**config.mk**
```make
export PLATFORM = sky130hd
export DESIGN_NAME = sva_verdict_tracker
export DESIGN_NICKNAME = d
export VERILOG_FILES = /design/src/rtl/sva_verdict_pkg.sv /design/src/rtl/sva_rec_fifo.sv /design/src/rtl/sva_verdict_tracker.sv
export SDC_FILE = /design/constraint.sdc
export NUM_CORES = 1
export LEC_CHECK = 0
export CORE_ASPECT_RATIO = 1.25
export CORE_MARGIN = 8
export CORE_UTILIZATION = 49
export DETAILED_ROUTE_END_ITERATION = 7
export GPL_ROUTABILITY_DRIVEN = 1
export PLACE_DENSITY = 0.75
export SYNTH_ARGS = -nofsm -noshare
export SYNTH_HDL_FRONTEND = slang
export SYNTH_HIERARCHICAL = 1
export SYNTH_SLANG_ARGS = --single-unit
```
**constraint.sdc**
```tcl
create_clock -name gclk -period 2.5 [get_ports gclk]
set_input_delay 0.25 -clock gclk [delete_from_list [all_inputs] [get_ports gclk]]
set_output_delay 0.25 -clock gclk [all_outputs]
set_load 0.005 [all_outputs]
```
**src/rtl/sva_verdict_pkg.sv**
```systemverilog
// Shared types for the SVA verdict tracker slice.
// Record layout, verdict encodings and tracker states.
package sva_verdict_pkg;

  typedef enum logic [1:0] {
    KIND_SUCC = 2'd0,
    KIND_FAIL = 2'd1,
    KIND_LAZY = 2'd2,
    KIND_RSVD = 2'd3
  } verdict_kind_t;

  typedef enum logic [1:0] {
    V_PENDING = 2'd0,
    V_PASS    = 2'd1,
    V_FAIL    = 2'd2,
    V_VACUOUS = 2'd3
  } verdict_t;

  typedef enum logic [1:0] {
    ST_RUN    = 2'd0,
    ST_FAILED = 2'd1,
    ST_CLOSED = 2'd2
  } tracker_state_t;

  localparam int unsigned REC_TW = 8;

  typedef struct packed {
    verdict_kind_t     kind;
    logic [REC_TW-1:0] start;
    logic [REC_TW-1:0] stop;
  } verdict_rec_t;

endpackage

```
**src/rtl/sva_rec_fifo.sv**
```systemverilog
// Registered sync FIFO of verdict records.
// A pop in the same cycle frees a slot for a push into a full FIFO.
module sva_rec_fifo
  import sva_verdict_pkg::*;
#(
  parameter type         REC_T = verdict_rec_t,
  parameter int unsigned DEPTH = 4
) (
  input  logic gclk,
  input  logic grst,
  input  logic push,
  input  REC_T wdata,
  input  logic pop,
  output REC_T head,
  output logic full,
  output logic empty
);

  localparam int unsigned AW = $clog2(DEPTH);
  localparam logic [AW:0] FULL_N = (AW+1)'(DEPTH);

  REC_T          mem [DEPTH];
  logic [AW-1:0] wp;
  logic [AW-1:0] rp;
  logic [AW:0]   cnt;
  logic          do_push;
  logic          do_pop;

  assign full    = (cnt == FULL_N);
  assign empty   = (cnt == '0);
  assign do_pop  = pop & ~empty;
  assign do_push = push & (~full | do_pop);
  assign head    = mem[rp];

  always_ff @(posedge gclk or posedge grst) begin
    if (grst) begin
      wp  <= '0;
      rp  <= '0;
      cnt <= '0;
    end else begin
      if (do_push) wp <= wp + AW'(1);
      if (do_pop)  rp <= rp + AW'(1);
      unique case ({do_push, do_pop})
        2'b10:   cnt <= cnt + (AW+1)'(1);
        2'b01:   cnt <= cnt - (AW+1)'(1);
        default: ;
      endcase
    end
  end

  always_ff @(posedge gclk) begin
    if (do_push) mem[wp] <= wdata;
  end

endmodule

```
**src/rtl/sva_verdict_tracker.sv**
```systemverilog
// Timestamps SVA verdict events, buffers them, counts them, keeps a sticky verdict.
// Optional SVA_VERDICT_LATENCY_EN adds lat_min/lat_max over SUCC/LAZY events.
module sva_verdict_tracker
  import sva_verdict_pkg::*;
#(
  parameter int unsigned TIMER_WIDTH = 8,
  parameter int unsigned FIFO_DEPTH  = 4,
  parameter int unsigned CNT_WIDTH   = 16
) (
  input  logic                   gclk,
  input  logic                   grst,
  input  logic                   ev_valid,
  input  logic [1:0]             ev_kind,
  input  logic [TIMER_WIDTH-1:0] ev_start,
  input  logic                   eot,
  output logic                   rec_valid,
  input  logic                   rec_ready,
  output logic [1:0]             rec_kind,
  output logic [TIMER_WIDTH-1:0] rec_start,
  output logic [TIMER_WIDTH-1:0] rec_end,
  output logic [CNT_WIDTH-1:0]   succ_cnt,
  output logic [CNT_WIDTH-1:0]   fail_cnt,
  output logic [CNT_WIDTH-1:0]   lazy_cnt,
  output logic [CNT_WIDTH-1:0]   drop_cnt,
  output logic [1:0]             verdict,
  output logic [TIMER_WIDTH-1:0] first_fail_end,
  output logic                   done
`ifdef SVA_VERDICT_LATENCY_EN
  ,
  output logic [TIMER_WIDTH-1:0] lat_min,
  output logic [TIMER_WIDTH-1:0] lat_max
`endif
);

  typedef struct packed {
    verdict_kind_t          kind;
    logic [TIMER_WIDTH-1:0] start;
    logic [TIMER_WIDTH-1:0] stop;
  } rec_t;

  localparam logic [CNT_WIDTH-1:0] CNT_ONE = CNT_WIDTH'(1);

  tracker_state_t         state;
  verdict_t               vq;
  verdict_kind_t          kind;
  logic [TIMER_WIDTH-1:0] per;
  logic                   acc;
  logic                   acc_succ;
  logic                   acc_fail;
  logic                   acc_lazy;
  logic                   any_ok;
  logic                   rd;
  logic                   full;
  logic                   empty;
  logic                   drop;
  rec_t                   wrec;
  rec_t                   hrec;

  assign kind = verdict_kind_t'(ev_kind);
  assign acc  = ev_valid & (kind != KIND_RSVD)
              & (state != ST_CLOSED);

  always_comb begin
    acc_succ = 1'b0;
    acc_fail = 1'b0;
    acc_lazy = 1'b0;
    unique case (1'b1)
      (kind == KIND_SUCC): acc_succ = acc;
      (kind == KIND_FAIL): acc_fail = acc;
      (kind == KIND_LAZY): acc_lazy = acc;
      default: ;
    endcase
  end

  assign rec_valid = ~empty;
  assign rd        = rec_valid & rec_ready;
  assign drop      = acc & full & ~rd;

  assign wrec.kind  = kind;
  assign wrec.start = ev_start;
  assign wrec.stop  = per;

  sva_rec_fifo #(
    .REC_T (rec_t),
    .DEPTH (FIFO_DEPTH)
  ) u_fifo (
    .gclk  (gclk),
    .grst  (grst),
    .push  (acc),
    .wdata (wrec),
    .pop   (rd),
    .head  (hrec),
    .full  (full),
    .empty (empty)
  );

  assign rec_kind  = hrec.kind;
  assign rec_start = hrec.start;
  assign rec_end   = hrec.stop;
  assign verdict   = vq;

  always_ff @(posedge gclk or posedge grst) begin
    if (grst) per <= '0;
    else      per <= per + TIMER_WIDTH'(1);
  end

  always_ff @(posedge gclk or posedge grst) begin
    if (grst) begin
      succ_cnt <= '0;
      fail_cnt <= '0;
      lazy_cnt <= '0;
      drop_cnt <= '0;
    end else begin
      if (acc_succ && succ_cnt != '1)
        succ_cnt <= succ_cnt + CNT_ONE;
      if (acc_fail && fail_cnt != '1)
        fail_cnt <= fail_cnt + CNT_ONE;
      if (acc_lazy && lazy_cnt != '1)
        lazy_cnt <= lazy_cnt + CNT_ONE;
      if (drop && drop_cnt != '1)
        drop_cnt <= drop_cnt + CNT_ONE;
    end
  end

  // Same-cycle success counts toward PASS when eot closes the run.
  assign any_ok = (succ_cnt != '0) | (lazy_cnt != '0)
                | acc_succ | acc_lazy;

  always_ff @(posedge gclk or posedge grst) begin
    if (grst) begin
      state          <= ST_RUN;
      vq             <= V_PENDING;
      done           <= 1'b0;
      first_fail_end <= '0;
    end else begin
      unique case (state)
        ST_RUN: begin
          if (acc_fail) first_fail_end <= per;
          if (eot) begin
            state <= ST_CLOSED;
            done  <= 1'b1;
            if (acc_fail)    vq <= V_FAIL;
            else if (any_ok) vq <= V_PASS;
            else             vq <= V_VACUOUS;
          end else if (acc_fail) begin
            state <= ST_FAILED;
            vq    <= V_FAIL;
          end
        end
        ST_FAILED: begin
          if (eot) begin
            state <= ST_CLOSED;
            done  <= 1'b1;
          end
        end
        ST_CLOSED: done <= 1'b1;
        default:   state <= ST_RUN;
      endcase
    end
  end

`ifdef SVA_VERDICT_LATENCY_EN
  logic [TIMER_WIDTH-1:0] lat;

  assign lat = per - ev_start;

  always_ff @(posedge gclk or posedge grst) begin
    if (grst) begin
      lat_min <= '1;
      lat_max <= '0;
    end else if (acc_succ || acc_lazy) begin
      if (lat < lat_min) lat_min <= lat;
      if (lat > lat_max) lat_max <= lat;
    end
  end
`endif

endmodule

```
==> qor.yml <==
final_common_cell: "clkdlybuf4s50_1"
path_class: "flop to flop"
preCtsSetupSlack_ps: 59.6
cts_root_buf: "clkbuf_16"
end_kind: "flop"
setup_viol: 0
syn_area_sq_mm: 0.00700
timing.final.crit_period_ps: 2290
drive_gt1_share_pct: 15.4
antennaDiodeCount: 0
fin_util_pct: 63.9
worstRegToRegCells: 7
final.setup.tns_ps: 0
ant_nets: 0
powerDensity_mw_per_mm2: 820
numCtsBuffers: 17
vias: 4381
cp_slowest_stage_delay_ps: 560
antenna_found_initial: 0
drt_wl_total_um: 14200
detailed_place_hpwl_um: 10100
io_buffers: 108
grt-busiest-layer: "met2"
path_cells: "or3b_1 -> inv_1 -> nand2_1 -> nor4b_4 -> or4b_4 -> nor3_2 -> xor2_1"
required_ps: 2850
overflow: 0
setup_ws_ps: 214
hold_slack_ps: 185
rows: 49
die_area_sq_mm: 0.0184
grt_pass1_wl_um: 23300
fp.dieH_um: 150
maxSlewHeadroom_pct: 63.1
drv_slew: 0
grt_setup_unrepaired: "no"
postCtsSetupBuffers: 0
drc_errors: 0
die_x_um: 123
clk_latency_ps: 420
wl_per_cell_um: 17.5
synth-edff-count: 72
mostFrequentLayoutCells: "clkdlybuf4s50_1, dfrtp_1, edfxtp_1"
drt-pass1-iter-count: 4
routabilityCongestion: 0.831
viasPerCell: 5.39
synthFlopType: "dfrtp_1"
use_met2_pct: 26.2
met3_usage_pct: 5.89
crit_arrival_ps: 2640
area_growth_pct: 29.2
design.core.area_sq_mm: 0.0142
crit_path_top_delay_cell: "or4b_4"
drt_iter0_drc: 217
path_clk_slew_ps: 70
path_delay_family: "simple AND/OR/NAND/NOR gates"
status: "completed"
avgSynthCellArea_sq_um: 14.4
ys_types: 50
ys_async_sr_fraction_pct: 56.1
hold_class: "input pin to async pin"
ys_ff_latch: 164
initial_core_util_pct: 49.4
cts_tree: "done"
finalCritPeriodShare_pct: 91.5
grtUsageTotal_pct: 16.3
clock-sinks: 164
htree_levels: 4
worstMarginPinSlew_ps: 554
clock_skew_ps: 10.7
synth_seq_area_share_pct: 63.8
fin_nets: 650
path_buf_inv: 1
critPathMaxFanout: 5
start_kind: "flop"
synth_warnings: 6
grt_pass1_vias: 4514
max_freq_ghz: 0.437
p_leak_nw: 3.68
cp.depth: 7
use_met1_pct: 20.0
drv_cap: 0
cts_buffer_depth: 2
syn_inst: 486
pin_count: 109
finalHoldViolCount: 0
fill_cells: 1070
synth_nets: 514
grt_max_degree: 54
ir_drop_v: 0.000515
layer usage:
| layer | routed length [um] | part of all wire (%) | up-vias |
|---|---|---|---|
| met2 | 7080 | 50 | 117 |
| li1 | - | - | 2058 |
| met3 | 975 | 6.9 | 13 |
| met5 | 0 | 0 | - |
| met1 | 6010 | 42 | 2193 |
| met4 | 141 | 0.99 | 0 |
worst register-to-register path, cell delays in order (launching register included):
cell and delay (ps):
dfrtp_1 430, or3b_1 430, inv_1 70, nand2_1 80, nor4b_4 340, or4b_4 570
nor3_2 160, xor2_1 150
flip-flops by register name, indices dropped and copies added, names as in the netlist, 3 cells and up:
signal          count
drop_cnt           16
fail_cnt           16
first_fail_end      8
lazy_cnt           16
per                 8
succ_cnt           16
u_fifo/cnt          3
u_fifo/mem         72
through the flow:
stage          total power [W]  cells  cell area, sq um
2_1_floorplan          0.00407    486              7000
3_3_place_gp           0.00479    781              8430
3_5_place_dp           0.00484    781              8430
4_1_cts                0.00751    813              9040
5_1_grt                0.00777    813              9050
6_report               0.00742    813              9050
where the power goes:
group | switching, W | internal (W) | leakage, nW
Sequential | 0.000276 | 0.00300 | 1.87
Combinational | 0.000581 | 0.000903 | 1.50
Clock | 0.00113 | 0.00152 | 0.303
cell families (layout without fill, tap and decap cells):
family / count (synthesis) / in the layout / synth area share [%]
simple gates: 165 / 165 / 13.8
buf+inv: 29 / 178 / 1.64
flops: 164 / 164 / 63.8
xor+xnor: 72 / 72 / 9.01
mux: 30 / 30 / 7.76
fa+ha+maj: 13 / 13 / 2.43
compound gates: 13 / 13 / 1.59
worst paths after layout:
path                          startpoint      endpoint  slack (ps)
setup reg to reg           u_fifo/cnt[0]  drop_cnt[15]         210
min in group gclk                   done          done         470
setup / recovery           u_fifo/cnt[0]  drop_cnt[15]         210
hold / removal                      grst  u_fifo/wp[1]         180
hold reg to reg                     done          done         470
max in group asynchronous           grst   succ_cnt[9]        1580
area by class of cell:
cell class                 count  area (sq um)  share of cell area (%)
inverter                      23          87.6                   0.968
multi-input combinational    293          2430                    26.8
tap                          178           223                    2.46
timing repair buffer         123          1230                    13.6
clock inverter                15           190                    2.10
sequential                   164          4470                    49.4
clock buffer                  17           425                    4.70
what timing repair did:
item,in CTS,in global routing
resized for setup,1,1
hold buffers,0,0
endpoints found under the setup margin,18,1
synthesized netlist by cell type (all sizes together), types with 12 or more instances:
library cell | count | share of area, %
and3 | 12 | 1.1
dfrtp | 92 | 33
ha | 12 | 2.1
nor3 | 15 | 1.3
nand2 | 31 | 1.7
nand3 | 18 | 1.3
xor2 | 29 | 3.6
inv | 23 | 1.2
xnor2 | 43 | 5.4
edfxtp | 72 | 31
nand4 | 23 | 2.1
nor2 | 23 | 1.2
mux4 | 18 | 5.8
Power figures use the tool's default switching activity.
